--- src/rtl/turbo_pkg.sv ---
// rtl/turbo_pkg.sv - shared types and constants for the turbo tail sequencer
package turbo_pkg;

   localparam int K_MIN      = 40;
   localparam int K_MAX      = 6144;
   localparam int TAIL_LEN   = 3;
   localparam int TAIL_BEATS = 4;

   typedef enum logic [2:0] {
      ST_IDLE,
      ST_DATA,
      ST_TAIL1,
      ST_TAIL2,
      ST_EMIT,
      ST_DONE
   } state_t;

endpackage

--- src/rtl/turbo_tail_sequencer_tail_reorder_buf.sv ---
// rtl/turbo_tail_sequencer_tail_reorder_buf.sv - termination bit capture and triplet reorder
// Encoder 1 tail fills slots 0..5 as x,z pairs, encoder 2 fills 6..11; beat b reads slots 3b..3b+2.
module tail_reorder_buf
   import turbo_pkg::*;
(
   input  logic       clock,
   input  logic       aclr,
   input  logic       i_cap1,
   input  logic       i_cap2,
   input  logic [1:0] i_idx,
   input  logic       i_x1,
   input  logic       i_z1,
   input  logic       i_x2,
   input  logic       i_z2,
   input  logic [1:0] i_beat,
   output logic       o_d0,
   output logic       o_d1,
   output logic       o_d2
);

   localparam int ENC_BITS = 2 * TAIL_LEN;

   logic [2*ENC_BITS-1:0] r_buf;
   logic [3:0]            w_slot1;
   logic [3:0]            w_slot2;
   logic [3:0]            w_base;

   assign w_slot1 = {1'b0, i_idx, 1'b0};
   assign w_slot2 = w_slot1 + 4'(ENC_BITS);
   assign w_base  = {1'b0, i_beat, 1'b0} + {2'b00, i_beat};

   always_ff @(posedge clock or posedge aclr) begin
      if (aclr) begin
         r_buf <= '0;
      end else begin
         if (i_cap1) begin
            r_buf[w_slot1]        <= i_x1;
            r_buf[w_slot1 + 4'd1] <= i_z1;
         end
         if (i_cap2) begin
            r_buf[w_slot2]        <= i_x2;
            r_buf[w_slot2 + 4'd1] <= i_z2;
         end
      end
   end

   assign o_d0 = r_buf[w_base];
   assign o_d1 = r_buf[w_base + 4'd1];
   assign o_d2 = r_buf[w_base + 4'd2];

endmodule

--- src/rtl/turbo_tail_sequencer.sv ---
// rtl/turbo_tail_sequencer.sv - LTE turbo encoder termination sequencer and triplet formatter
// PARALLEL_TAIL_EN: terminate both constituent encoders together in one 3-cycle tail phase.
module turbo_tail_sequencer
   import turbo_pkg::*;
#(
   parameter int KW    = 13,
   parameter int K_MIN = turbo_pkg::K_MIN,
   parameter int K_MAX = turbo_pkg::K_MAX
)(
   input  logic          clock,
   input  logic          aclr,
   input  logic          start,
   input  logic [KW-1:0] blk_len,
   input  logic          in_valid,
   output logic          in_ready,
   input  logic          x1,
   input  logic          z1,
   input  logic          x2,
   input  logic          z2,
   output logic          enc1_en,
   output logic          enc2_en,
   output logic          tail1,
   output logic          tail2,
   output logic          d0,
   output logic          d1,
   output logic          d2,
   output logic          out_valid,
   input  logic          out_ready,
   output logic          busy,
   output logic          done,
   output logic          len_err
);

   localparam logic [KW-1:0] LP_K_MIN     = KW'(K_MIN);
   localparam logic [KW-1:0] LP_K_MAX     = KW'(K_MAX);
   localparam logic [1:0]    LP_LAST_TAIL = 2'(TAIL_LEN - 1);
   localparam logic [1:0]    LP_LAST_BEAT = 2'(TAIL_BEATS - 1);

   state_t        r_state;
   state_t        w_next;
   logic [KW-1:0] r_k;
   logic [KW-1:0] r_bit_cnt;
   logic [1:0]    r_idx;
   logic          r_len_err;

   logic          w_len_ok;
   logic          w_last_bit;
   logic          w_xfer;
   logic          w_cap1;
   logic          w_cap2;
   logic          w_buf_d0;
   logic          w_buf_d1;
   logic          w_buf_d2;

   assign w_len_ok   = (blk_len >= LP_K_MIN) && (blk_len <= LP_K_MAX);
   assign w_last_bit = (r_bit_cnt == r_k - 1'b1);
   assign len_err    = r_len_err;

   always_comb begin
      w_next    = r_state;
      w_xfer    = 1'b0;
      w_cap1    = 1'b0;
      w_cap2    = 1'b0;
      in_ready  = 1'b0;
      enc1_en   = 1'b0;
      enc2_en   = 1'b0;
      tail1     = 1'b0;
      tail2     = 1'b0;
      out_valid = 1'b0;
      d0        = 1'b0;
      d1        = 1'b0;
      d2        = 1'b0;
      busy      = (r_state != ST_IDLE);
      done      = 1'b0;
      case (r_state)
         ST_IDLE: begin
            if (start && w_len_ok)
               w_next = ST_DATA;
         end
         ST_DATA: begin
            // Encoders only advance when a triplet can leave in the same cycle.
            w_xfer = in_valid && out_ready;
            if (w_xfer) begin
               in_ready  = 1'b1;
               enc1_en   = 1'b1;
               enc2_en   = 1'b1;
               out_valid = 1'b1;
               d0        = x1;
               d1        = z1;
               d2        = z2;
               if (w_last_bit)
                  w_next = ST_TAIL1;
            end
         end
         ST_TAIL1: begin
            tail1   = 1'b1;
            enc1_en = 1'b1;
            w_cap1  = 1'b1;
`ifdef PARALLEL_TAIL_EN
            tail2   = 1'b1;
            enc2_en = 1'b1;
            w_cap2  = 1'b1;
            if (r_idx == LP_LAST_TAIL)
               w_next = ST_EMIT;
`else
            if (r_idx == LP_LAST_TAIL)
               w_next = ST_TAIL2;
`endif
         end
         ST_TAIL2: begin
            tail2   = 1'b1;
            enc2_en = 1'b1;
            w_cap2  = 1'b1;
            if (r_idx == LP_LAST_TAIL)
               w_next = ST_EMIT;
         end
         ST_EMIT: begin
            out_valid = 1'b1;
            d0        = w_buf_d0;
            d1        = w_buf_d1;
            d2        = w_buf_d2;
            if (out_ready && (r_idx == LP_LAST_BEAT))
               w_next = ST_DONE;
         end
         ST_DONE: begin
            done   = 1'b1;
            w_next = ST_IDLE;
         end
         default: begin
            w_next = ST_IDLE;
         end
      endcase
   end

   always_ff @(posedge clock or posedge aclr) begin
      if (aclr) begin
         r_state   <= ST_IDLE;
         r_k       <= '0;
         r_bit_cnt <= '0;
         r_idx     <= '0;
         r_len_err <= 1'b0;
      end else begin
         r_state   <= w_next;
         r_len_err <= (r_state == ST_IDLE) && start && !w_len_ok;
         if ((r_state == ST_IDLE) && start && w_len_ok) begin
            r_k       <= blk_len;
            r_bit_cnt <= '0;
         end else if (w_xfer && !w_last_bit) begin
            r_bit_cnt <= r_bit_cnt + 1'b1;
         end
         // r_idx doubles as tail cycle index and emit beat index.
         if (w_next != r_state)
            r_idx <= '0;
         else if ((r_state == ST_TAIL1) || (r_state == ST_TAIL2) ||
                  ((r_state == ST_EMIT) && out_ready))
            r_idx <= r_idx + 2'd1;
      end
   end

   tail_reorder_buf u_tail_buf (
      .clock  (clock),
      .aclr   (aclr),
      .i_cap1 (w_cap1),
      .i_cap2 (w_cap2),
      .i_idx  (r_idx),
      .i_x1   (x1),
      .i_z1   (z1),
      .i_x2   (x2),
      .i_z2   (z2),
      .i_beat (r_idx),
      .o_d0   (w_buf_d0),
      .o_d1   (w_buf_d1),
      .o_d2   (w_buf_d2)
   );

endmodule

--- config.mk ---
export PLATFORM = sky130hd
export DESIGN_NAME = turbo_tail_sequencer
export DESIGN_NICKNAME = d
export VERILOG_FILES = /design/src/rtl/turbo_pkg.sv /design/src/rtl/turbo_tail_sequencer_tail_reorder_buf.sv /design/src/rtl/turbo_tail_sequencer.sv
export SDC_FILE = /design/constraint.sdc
export NUM_CORES = 1
export LEC_CHECK = 0
export ABC_AREA = 1
export CAP_MARGIN = 5
export CORE_MARGIN = 3
export CORE_UTILIZATION = 40
export CTS_CLUSTER_DIAMETER = 30
export CTS_CLUSTER_SIZE = 40
export DETAILED_ROUTE_END_ITERATION = 7
export PLACE_DENSITY_LB_ADDON = 0.05
export SLEW_MARGIN = 10
export SYNTH_ARGS = -nofsm -noshare
export SYNTH_HDL_FRONTEND = slang
export SYNTH_SLANG_ARGS = --single-unit
--- constraint.sdc ---
create_clock -name clock -period 2.3 [get_ports clock]
set_input_delay 0.46 -clock clock [delete_from_list [all_inputs] [get_ports clock]]
set_output_delay 0.46 -clock clock [all_outputs]
set_load 0.03 [all_outputs]
==> impl_metrics.py, run 1 <==
metrics = {
    "status": {
        "status": "finished with violations",
        "violations": "setup timing",
    },
    "detailed_routing": {
        "drt_wl_total_mm": 8.60,
        "drtIter0Drc": 190,
        "wl_per_cell_um": 14.1,
        "drc": 0,
        "vias": 3117,
        "vias_per_cell": 5.11,
        "antenna_left": 0,
        "dr.pass1.iters": 4,
    },
    "pwr": {
        "power.total_w": 0.00442,
        "power_density_nw_per_um2": 1080,
        "ir_drop_mv": 0.430,
        "leakagePower_nw": 1.90,
    },
    "layout": {
        "syn_to_final_growth_pct": 32.4,
        "final_layout_size_suffix_gt1_share_pct": 22.1,
        "nNetsFinal": 540,
        "final_util_pct": 55.5,
        "fin_area_um2": 4090,
        "layout.cells.non_filler": 610,
        "n_fill_cell": 717,
        "diodes": 0,
    },
    "timing": {
        "rsz0062_at_grt": "true",
        "period_share_pct": 104,
        "max_clock_freq_mhz": 419,
        "period_minus_slack_ns": 2.39,
        "setup_violations": 3,
        "clock_skew_ns": 0.0164,
        "drv_slew": 0,
        "hold_viol": 0,
        "setup_slack_ns": -0.0894,
        "tightestPinTransition_ns": 0.398,
        "max_slew_margin_pct": 73.4,
    },
    "synth": {
        "synth.area.mux_share_pct": 0.324,
        "ys_warn_count": 0,
        "synth-compound-area-share_pct": 12.5,
        "synth_cell_type_count": 35,
        "synth_xor_area_share_pct": 3.40,
        "postSynthCellCount": 444,
        "synth_nets": 474,
        "synth_top_area_share_pct": 35.6,
        "synth-edff-count": 0,
        "synth-simple-area-share_pct": 36.6,
        "yosys-top-cells-area": "dfrtp_1, nand2_1, inv_1, o21ai_0, nand3_1",
        "yosys.area.top_type": "dfrtp_1",
        "synth.most_common_cell": "nand2_1",
        "synth_flop_cell": "dfrtp_1",
        "synth_top_family_by_area": "simple AND/OR/NAND/NOR gates",
        "synth-async-reset-ratio_pct": 100,
        "synthAdderAreaFrac_pct": 3.24,
        "yosysSeqAreaShare_pct": 35.6,
        "synth-seq-cells": 44,
        "avgSynthCellArea_um2": 6.96,
        "syn_area_um2": 3090,
        "yosys-top-cells-count": "nand2_1, inv_1, dfrtp_1",
    },
    "setup_path": {
        "crit_chain": "buf_6 -> ha_4 -> xor2_4 -> nand3_2 -> o31ai_4 -> a21oi_2 -> o22ai_2 -> buf_6",
        "end_kind": "output pin",
        "critPathLaunchType": "flop",
        "critPathKind": "reg -> out",
        "path_buf_inv": 2,
        "crit_top_cell": "buf_6",
        "critPathMaxStageDelay_ns": 0.41,
        "crit_arrival_ns": 1.93,
        "cp_max_fo": 4,
        "slowest_stage": "dfrtp_1",
        "required_ns": 1.84,
        "crit_family": "flip-flops",
    },
    "placement": {
        "placed_area_um2": 3640,
        "place_ws_ns": -0.0107,
        "portBuffers": 33,
        "dp_cells": 585,
        "place_hpwl_mm": 6.36,
        "gp_congestion": 0.892,
    },
    "clock_tree": {
        "hold_buffers": 0,
        "root_buffer": "clkbuf_8",
        "cts_tree": "yes",
        "cts_buffers": 5,
        "cts.clk_slew.worst_paths_ns": 0.10,
        "clk_latency_ns": 0.31,
        "htreeDepth": 2,
        "cts_buffer_depth": 2,
        "cts.sinks": 44,
    },
    "die": {
        "core.rowCount": 31,
        "start_util_pct": 41.9,
        "core_um2": 7370,
        "die-area_um2": 8820,
        "pin_count": 34,
        "fp.dieH_um": 93.9,
        "die_x_um": 93.9,
    },
    "grt": {
        "antenna_found_initial": 0,
        "gr-total-overflow": 0,
        "grt_pass1_wl_mm": 14.4,
        "grt_usage_pct": 20.5,
        "first_global_vias": 2913,
        "grt_max_degree": 23,
    },
    "worst_hold_path": {
        "worstHoldPathType": "reg -> reg",
    },
    "flow_run": {
        "cap_violations": 0,
    },
}
## where the power goes
part | leakage (nW) | internal (W) | switching, W
combinational | 1.29 | 0.00103 | 0.00145
clock | 0.0552 | 0.000323 | 0.000281
sequential | 0.551 | 0.00105 | 0.000286
## what timing repair did
action,CTS,global route
pin swaps,8,12
setup buffers,7,8
gates cloned,2,0
hold endpoints to repair,0,0
resized for setup,25,27
setup endpoints to repair,3,16
## tightest hold or removal path, delay by kind of cell (launching register included)
kind | cells | cell delay (ns)
AND/OR/NAND/NOR | 1 | 0.05
flip-flops | 1 | 0.36
AO/OA/AOI/OAI | 1 | 0.06
## registers in the layout, summed over array words and instances, names as in the netlist
register	flops
r_idx	2
u_tail_buf.r_buf	12
r_state	3
len_err	1
r_bit_cnt	13
r_k	13
## path summary, 6_finish.rpt
check | startpoint | end | slack (ns) | cells past startpoint
max | r_idx[0] | d2 | -0.09 | 8
min | u_tail_buf.r_buf[11] | u_tail_buf.r_buf[11] | 0.50 | 2
max reg2reg | r_k[1] | r_idx[1] | 0.15 | 17
min reg2reg | u_tail_buf.r_buf[11] | u_tail_buf.r_buf[11] | 0.50 | 2
max in group asynchronous | aclr | r_idx[1] | 1.55 | 3
min in group asynchronous | aclr | r_k[2] | 0.51 | 3
## metrics by stage
| stage | setup TNS (ns) | hold slack (ns) |
|---|---|---|
| after CTS | -0.0707 | 0.503 |
| after floorplan | -0.0668 | 0.448 |
| after global placement | 0 | 0.472 |
| final | -0.216 | 0.500 |
| after global routing | -0.802 | 0.522 |
| after detailed placement | -0.0107 | 0.476 |
## area by class of cell
cell class	instances	area, µm²	share of cell area, %
multi-input combinational	333	1900	46.5
sequential	44	1100	26.9
timing repair buffer	64	616	15.0
inverter	61	231	5.66
tap	99	124	3.03
clock buffer	6	72.6	1.77
clock inverter	2	35.0	0.856
timing repair inverter	1	7.51	0.183
## cell usage in the layout, fill, tap and decap left out, types with 7 or more instances in the layout
| cell type | instances |
|---|---|
| nand3_1 | 29 |
| clkdlybuf4s50_1 | 26 |
| o211ai_1 | 8 |
| nor3_1 | 9 |
| dfrtp_1 | 43 |
| o21ai_0 | 32 |
| o21ai_1 | 12 |
| nand2_1 | 122 |
| buf_4 | 27 |
| nand4_1 | 7 |
| nor2_1 | 32 |
| nor2_2 | 14 |
| buf_6 | 8 |
| nand2_2 | 11 |
| inv_2 | 10 |
| xor2_1 | 7 |
| inv_1 | 50 |
## layer usage
layer,global-route usage [%],share of wire (%)
met1,32.2,53
met2,29.3,42
met3,3.29,4.7
met4,4.21,0.44
met5,0,0
## cells by family (layout without fill, tap and decap cells)
group           Yosys count  count (layout)
simple gates            242             242
buf+inv                  67             134
fa+ha+maj                 8               8
xor+xnor                 12              12
compound gates           70              70
flops                    44              44
mux                       1               1
No activity file was read; power rests on OpenSTA's default activity.
==> run 2, diff against run 1 <==
--- a/config.mk
+++ b/config.mk
@@ -17,3 +17,4 @@
 export SYNTH_ARGS = -nofsm -noshare
 export SYNTH_HDL_FRONTEND = slang
 export SYNTH_SLANG_ARGS = --single-unit
+export TNS_END_PERCENT = 5
==> run 2 against run 1 <==
  * The flow still finishes with violations (setup timing)
  * Largest cell class unchanged
  * Clock power fell by 2%
  * Flip-flop and latch count is the same
  * Sequential share of layout area is 1.4 points higher
  * Fmax up 0.78%
  * Critical path type unchanged
  * Non-clock buffer count shrank 10
  * Die area did not move
  * Critical endpoint unchanged
  * Core utilization fell by 2.8 points
  * Sequential power about the same
==> impl_metrics.py, run 2 (synthesis results as in run 1) <==
metrics = {
    "placement": {
        "place_hpwl_mm": 6.25,
        "portBuffers": 33,
        "gp_congestion": 0.924,
        "placed_area_um2": 3640,
        "dp_cells": 587,
    },
    "clock_tree": {
        "cts_buffers": 5,
        "clk_latency_ns": 0.29,
        "cts.clk_slew.worst_paths_ns": 0.08,
        "cts_tree": "yes",
        "root_buffer": "clkbuf_8",
        "cts.sinks": 44,
        "htreeDepth": 2,
        "hold_buffers": 0,
        "cts_buffer_depth": 2,
    },
    "timing": {
        "max_slew_margin_pct": 61.5,
        "tightestPinTransition_ns": 0.578,
        "period_share_pct": 103,
        "hold_viol": 0,
        "setup_slack_ns": -0.0709,
        "max_clock_freq_mhz": 422,
        "period_minus_slack_ns": 2.37,
        "setup_tns_ns": -0.106,
        "drv_slew": 0,
        "clock_skew_ns": 0.00717,
        "holdWs_ns": 0.491,
        "rsz0062_at_grt": "true",
        "setup_violations": 2,
    },
    "detailed_routing": {
        "drtIter0Drc": 198,
        "drt_wl_total_mm": 8.14,
        "dr.pass1.iters": 5,
        "drc": 0,
        "antenna_left": 0,
        "wl_met2_mm": 3.42,
        "m1WireLength_mm": 4.31,
        "met3WireLength_um": 348,
        "vias_per_cell": 5.08,
        "vias": 3041,
        "highest_layer": "met4",
        "wl_per_cell_um": 13.6,
    },
    "die": {
        "core_um2": 7370,
        "fp.dieH_um": 93.9,
        "die_x_um": 93.9,
        "die-area_um2": 8820,
        "start_util_pct": 41.9,
        "core.rowCount": 31,
        "pin_count": 34,
    },
    "setup_path": {
        "slowest_stage": "dfrtp_1",
        "critPathKind": "reg -> out",
        "crit_chain": "inv_2 -> buf_12 -> ha_4 -> xor2_2 -> nand3_1 -> o31ai_1 -> a21oi_1 -> o22ai_2 -> buf_6",
        "cp_max_fo": 4,
        "critPathMaxStageDelay_ns": 0.43,
        "required_ns": 1.84,
        "end_kind": "output pin",
        "crit_arrival_ns": 1.91,
        "critPathLaunchType": "flop",
        "startpoint": "r_idx[0]",
        "r2r-start": "r_k[0]",
    },
    "flow_run": {
        "cap_violations": 0,
    },
    "layout": {
        "final_common_cell": "nand2_1",
        "final_cell_mix": "nand2_1, inv_1, dfrtp_1",
        "nNetsFinal": 529,
        "layout.cells.non_filler": 599,
        "syn_to_final_growth_pct": 25.8,
        "diodes": 0,
        "final_layout_size_suffix_gt1_share_pct": 18.0,
        "largestRegisters": "r_bit_cnt (13), r_k (13), u_tail_buf.r_buf (12)",
        "fin_area_um2": 3890,
    },
    "grt": {
        "first_global_vias": 2873,
        "gr-total-overflow": 0,
        "grt_max_degree": 45,
        "grt_usage_pct": 19.4,
        "grt_pass1_wl_mm": 13.7,
        "antenna_found_initial": 0,
    },
    "worst_hold_path": {
        "min_from": "u_tail_buf.r_buf[8]",
        "worstHoldPathType": "reg -> reg",
    },
    "pwr": {
        "switchingPower_w": 0.00189,
        "pwr-share-comb_pct": 53.9,
        "p_clk_share_pct": 14.3,
        "internal_power_w": 0.00224,
        "switching_share_pct": 45.8,
        "power_density_nw_per_um2": 1060,
        "seq_power_share_pct": 31.8,
        "ir_drop_mv": 0.399,
        "leakagePower_nw": 1.85,
    },
    "status": {
        "status": "finished with violations",
        "violations": "setup timing",
    },
}
## run 2: changes by cell type in the layout (fill, tap and decap cells not counted), moves of 2 or more
| cell | delta |
|---|---|
| nand3_2 | -2 |
| nand3_1 | +2 |
| buf_6 | -4 |
| buf_4 | -4 |
| inv_2 | -3 |
| nor2_2 | -2 |
| inv_1 | +3 |
## run 2: what timing repair did
item / in CTS / in global routing
setup buffers: 3 / 1
setup endpoints to repair: 3 / 17
resized for setup: 15 / 15
pin swaps: 7 / 2
hold endpoints to repair: 0 / 0
## run 2: power by group through the flow
stage,combinational [W],clock [W],sequential [W]
6_report,0.00223,0.000592,0.00132
5_1_grt,0.00253,0.000649,0.00135
4_1_cts,0.00211,0.000620,0.00131
3_5_place_dp,0.00202,0,0.00132
3_3_place_gp,0.00200,0,0.00133
2_1_floorplan,0.00154,0,0.00125
## run 2: per-stage QoR
stage               power [W]  setup slack, ns  utilization (%)
CTS                   0.00404          -0.0382             51.8
floorplan             0.00279          -0.0668                -
finish                0.00414          -0.0709             52.8
detailed placement    0.00334          -0.0257             49.3
global route          0.00453           -0.167             52.8
global placement      0.00333           0.0693             49.3
## run 2: path summary, 6_finish.rpt
check,endpoint,slack [ns],cells past startpoint
worst min-delay path,u_tail_buf.r_buf[8],0.49,2
max in group asynchronous,r_k[6],1.28,3
worst max register to register,r_idx[0],0.16,15
worst min register to register,u_tail_buf.r_buf[8],0.49,2
min in group asynchronous,u_tail_buf.r_buf[1],0.63,3
worst max-delay path,d2,-0.07,9
## run 2: routing by layer
metal	vias up	global-route usage (%)
met5	-	0
met3	8	3.13
li1	1546	-
met1	1406	30.8
met4	0	3.49
met2	81	27.5
## run 2: layout make-up
type | count | area, µm²
clock buffers | 6 | 72.6
clock inverters | 2 | 35.0
fillers | 722 | 3480
inverters | 61 | 234
multi-input cells | 333 | 1820
flip-flops and latches | 44 | 1100
well taps | 99 | 124
repair buffers | 54 | 498
## run 2: worst max-delay path: cells and delay by family, from the launching register on
| family | cells | cell delay (ns) |
|---|---|---|
| buffers and inverters | 3 | 0.42 |
| DFF | 1 | 0.43 |
| and+or+nand+nor | 1 | 0.11 |
| AOI/OAI and AO/OA | 3 | 0.31 |
| adders and majority gates | 1 | 0.16 |
| xor gates and xnor gates | 1 | 0.20 |
==> run 3, diff against run 2 <==
--- a/config.mk
+++ b/config.mk
@@ -9,12 +9,13 @@
 export CAP_MARGIN = 5
 export CORE_MARGIN = 3
 export CORE_UTILIZATION = 40
-export CTS_CLUSTER_DIAMETER = 30
+export CTS_BUF_LIST = sky130_fd_sc_hd__clkbuf_8
 export CTS_CLUSTER_SIZE = 40
 export DETAILED_ROUTE_END_ITERATION = 7
 export PLACE_DENSITY_LB_ADDON = 0.05
 export SLEW_MARGIN = 10
 export SYNTH_ARGS = -nofsm -noshare
 export SYNTH_HDL_FRONTEND = slang
+export SYNTH_HIERARCHICAL = 1
 export SYNTH_SLANG_ARGS = --single-unit
 export TNS_END_PERCENT = 5
==> run 3 against run 2 <==
  * The run still ends with setup timing left
  * Largest power group unchanged
  * Worst setup slack better by 0.066 ns
  * Non-clock buffer count down 10
  * Cell count up 1.3%
  * Highest routed layer unchanged
==> impl_metrics.py, run 3 <==
metrics = {
    "synth": {
        "yosys-top-cells-count": "nand2_1, inv_1, nand3_1",
        "avgSynthCellArea_um2": 6.88,
        "synth-async-reset-ratio_pct": 100,
        "synth-edff-count": 0,
        "syn_area_um2": 3180,
        "synth-seq-cells": 44,
        "synth_nets": 497,
        "synth.most_common_cell": "nand2_1",
        "yosys.area.top_type": "dfrtp_1",
        "yosys-top-cells-area": "dfrtp_1, nand2_1, nand3_1, inv_1, ha_1",
        "synth_flop_cell": "dfrtp_1",
        "ys_warn_count": 6,
        "yosysSeqAreaShare_pct": 34.7,
        "postSynthCellCount": 462,
        "synth_top_area_share_pct": 34.7,
        "synth_cell_type_count": 29,
    },
    "layout": {
        "nNetsFinal": 542,
        "syn_to_final_growth_pct": 21.9,
        "diodes": 0,
        "largestRegisters": "r_bit_cnt (13), r_k (13), u_tail_buf/r_buf (12)",
        "fin_area_um2": 3870,
        "final_cell_mix": "nand2_1, inv_1, dfrtp_1",
        "final_layout_size_suffix_gt1_share_pct": 13.0,
        "final_common_cell": "nand2_1",
    },
    "clock_tree": {
        "root_buffer": "clkbuf_8",
        "hold_buffers": 0,
        "clk_latency_ns": 0.30,
        "cts.sinks": 44,
        "cts_buffers": 5,
        "htreeDepth": 2,
        "cts_buffer_depth": 2,
        "cts_tree": "yes",
        "cts.clk_slew.worst_paths_ns": 0.09,
    },
    "setup_path": {
        "cp_max_fo": 6,
        "end_kind": "output pin",
        "critPathLaunchType": "flop",
        "critPathKind": "reg -> out",
        "required_ns": 1.84,
        "crit_arrival_ns": 1.84,
    },
    "timing": {
        "max_clock_freq_mhz": 434,
        "clock_skew_ns": 0.00947,
        "tightestPinTransition_ns": 0.502,
        "drv_slew": 0,
        "period_minus_slack_ns": 2.30,
        "max_slew_margin_pct": 66.5,
        "setup_violations": 2,
        "setup_slack_ns": -0.00449,
        "rsz0062_at_grt": "true",
        "hold_viol": 0,
        "period_share_pct": 100,
    },
    "pwr": {
        "leakagePower_nw": 1.83,
        "ir_drop_mv": 0.380,
        "power.total_w": 0.00352,
        "power_density_nw_per_um2": 909,
    },
    "grt": {
        "grt_usage_pct": 19.3,
        "gr-total-overflow": 0,
        "first_global_vias": 3023,
        "grt_max_degree": 33,
        "antenna_found_initial": 0,
        "grt_pass1_wl_mm": 13.9,
    },
    "status": {
        "status": "finished with violations",
        "violations": "setup timing",
    },
    "worst_hold_path": {
        "worstHoldPathType": "in -> async",
    },
    "die": {
        "core_um2": 7490,
        "start_util_pct": 42.4,
        "die-area_um2": 9050,
        "core.rowCount": 31,
        "die_x_um": 95.1,
        "pin_count": 34,
        "fp.dieH_um": 95.1,
    },
    "placement": {
        "place_hpwl_mm": 6.36,
        "gp_congestion": 0.846,
        "portBuffers": 33,
        "place_ws_ns": 0.0909,
        "placed_area_um2": 3660,
    },
    "flow_run": {
        "cap_violations": 0,
    },
    "detailed_routing": {
        "antenna_left": 0,
        "dr.pass1.iters": 5,
        "vias": 3052,
        "wl_per_cell_um": 13.4,
        "vias_per_cell": 5.03,
        "drc": 0,
        "drtIter0Drc": 140,
        "drt_wl_total_mm": 8.15,
    },
}
-- run 3: cell count changes after synthesis, moves of 3 or more --
cell      delta
o211ai_1     -5
a21oi_1      -3
xnor2_1      +5
nor2_2       -5
ha_1         +5
nand3_1     +19
nand2_2      -3
o21ai_0      -8
nand2_1     +12
a22o_1       +3
o21ai_1      +3
-- run 3: path summary, 6_finish.rpt --
| kind | slack [ns] | start | depth (start not counted) | to |
|---|---|---|---|---|
| worst max-delay path | -0.004 | r_idx[0] | 8 | d0 |
| max in group asynchronous | 1.43 | aclr | 3 | r_k[11] |
| worst min register to register | 0.51 | u_tail_buf/r_buf[8] | 2 | u_tail_buf/r_buf[8] |
| min in group clock | 0.51 | u_tail_buf/r_buf[8] | 2 | u_tail_buf/r_buf[8] |
| worst max register to register | 0.22 | r_k[0] | 17 | r_bit_cnt[2] |
| worst min-delay path | 0.50 | aclr | 2 | u_tail_buf/r_buf[7] |
-- run 3: logic make-up after synthesis --
| group | Yosys count | share of synthesized area, % |
|---|---|---|
| AND/OR/NAND/NOR | 261 | 36.7 |
| buffers and inverters | 68 | 8.51 |
| AO/OA/AOI/OAI | 58 | 10.0 |
| flip-flops | 44 | 34.7 |
| XOR/XNOR | 18 | 4.96 |
| adder cells (fa/ha/maj) | 13 | 5.12 |
-- run 3: metrics by stage --
stage | hold WS, ns | utilization (%) | setup TNS, ns | instances
2_1_floorplan | 0.325 | - | 0 | 462
3_3_place_gp | 0.475 | 48.8 | 0 | 597
3_5_place_dp | 0.496 | 48.8 | 0 | 597
4_1_cts | 0.509 | 50.5 | -0.00654 | 605
5_1_grt | 0.545 | 51.7 | -0.303 | 607
6_report | 0.499 | 51.7 | -0.00625 | 607
-- run 3: critical path: stages (launching register included) --
cell and delay, ns:
dfrtp_1 0.40, inv_2 0.07, ha_4 0.33, buf_6 0.13, nand3_1 0.07, nand4_1 0.10, nand3_2 0.08, a22o_1 0.22
buf_6 0.14
-- run 3: final cells by class --
| type | instances | area [µm²] |
|---|---|---|
| fillers | 754 | 3610 |
| multi-input cells | 350 | 1880 |
| flip-flops and latches | 44 | 1100 |
| repair buffers | 44 | 434 |
| inverters | 62 | 240 |
| well taps | 99 | 124 |
| clock buffers | 6 | 82.6 |
| clock inverters | 2 | 7.51 |
-- run 3: timing repair --
action	CTS	global route
cloned	0	0
endpoints found under the setup margin	3	8
resized for setup	8	22
setup buffers	0	2
pin swaps	2	4
-- run 3: metal layers --
metal	share of wire (%)	routed length, µm	global-route usage, %	up-vias
met5	0	0	0	-
met1	46	3710	24.2	1416
met2	50	4090	34.0	52
li1	-	-	-	1574
met4	1.3	104	5.77	0
met3	3.0	242	2.76	10
-- run 3: power by group --
group          internal (W)  total, W  switching [W]
combinational      0.000670   0.00170        0.00102
sequential          0.00103   0.00131       0.000284
clock              0.000237  0.000513       0.000276
total               0.00193   0.00352        0.00159
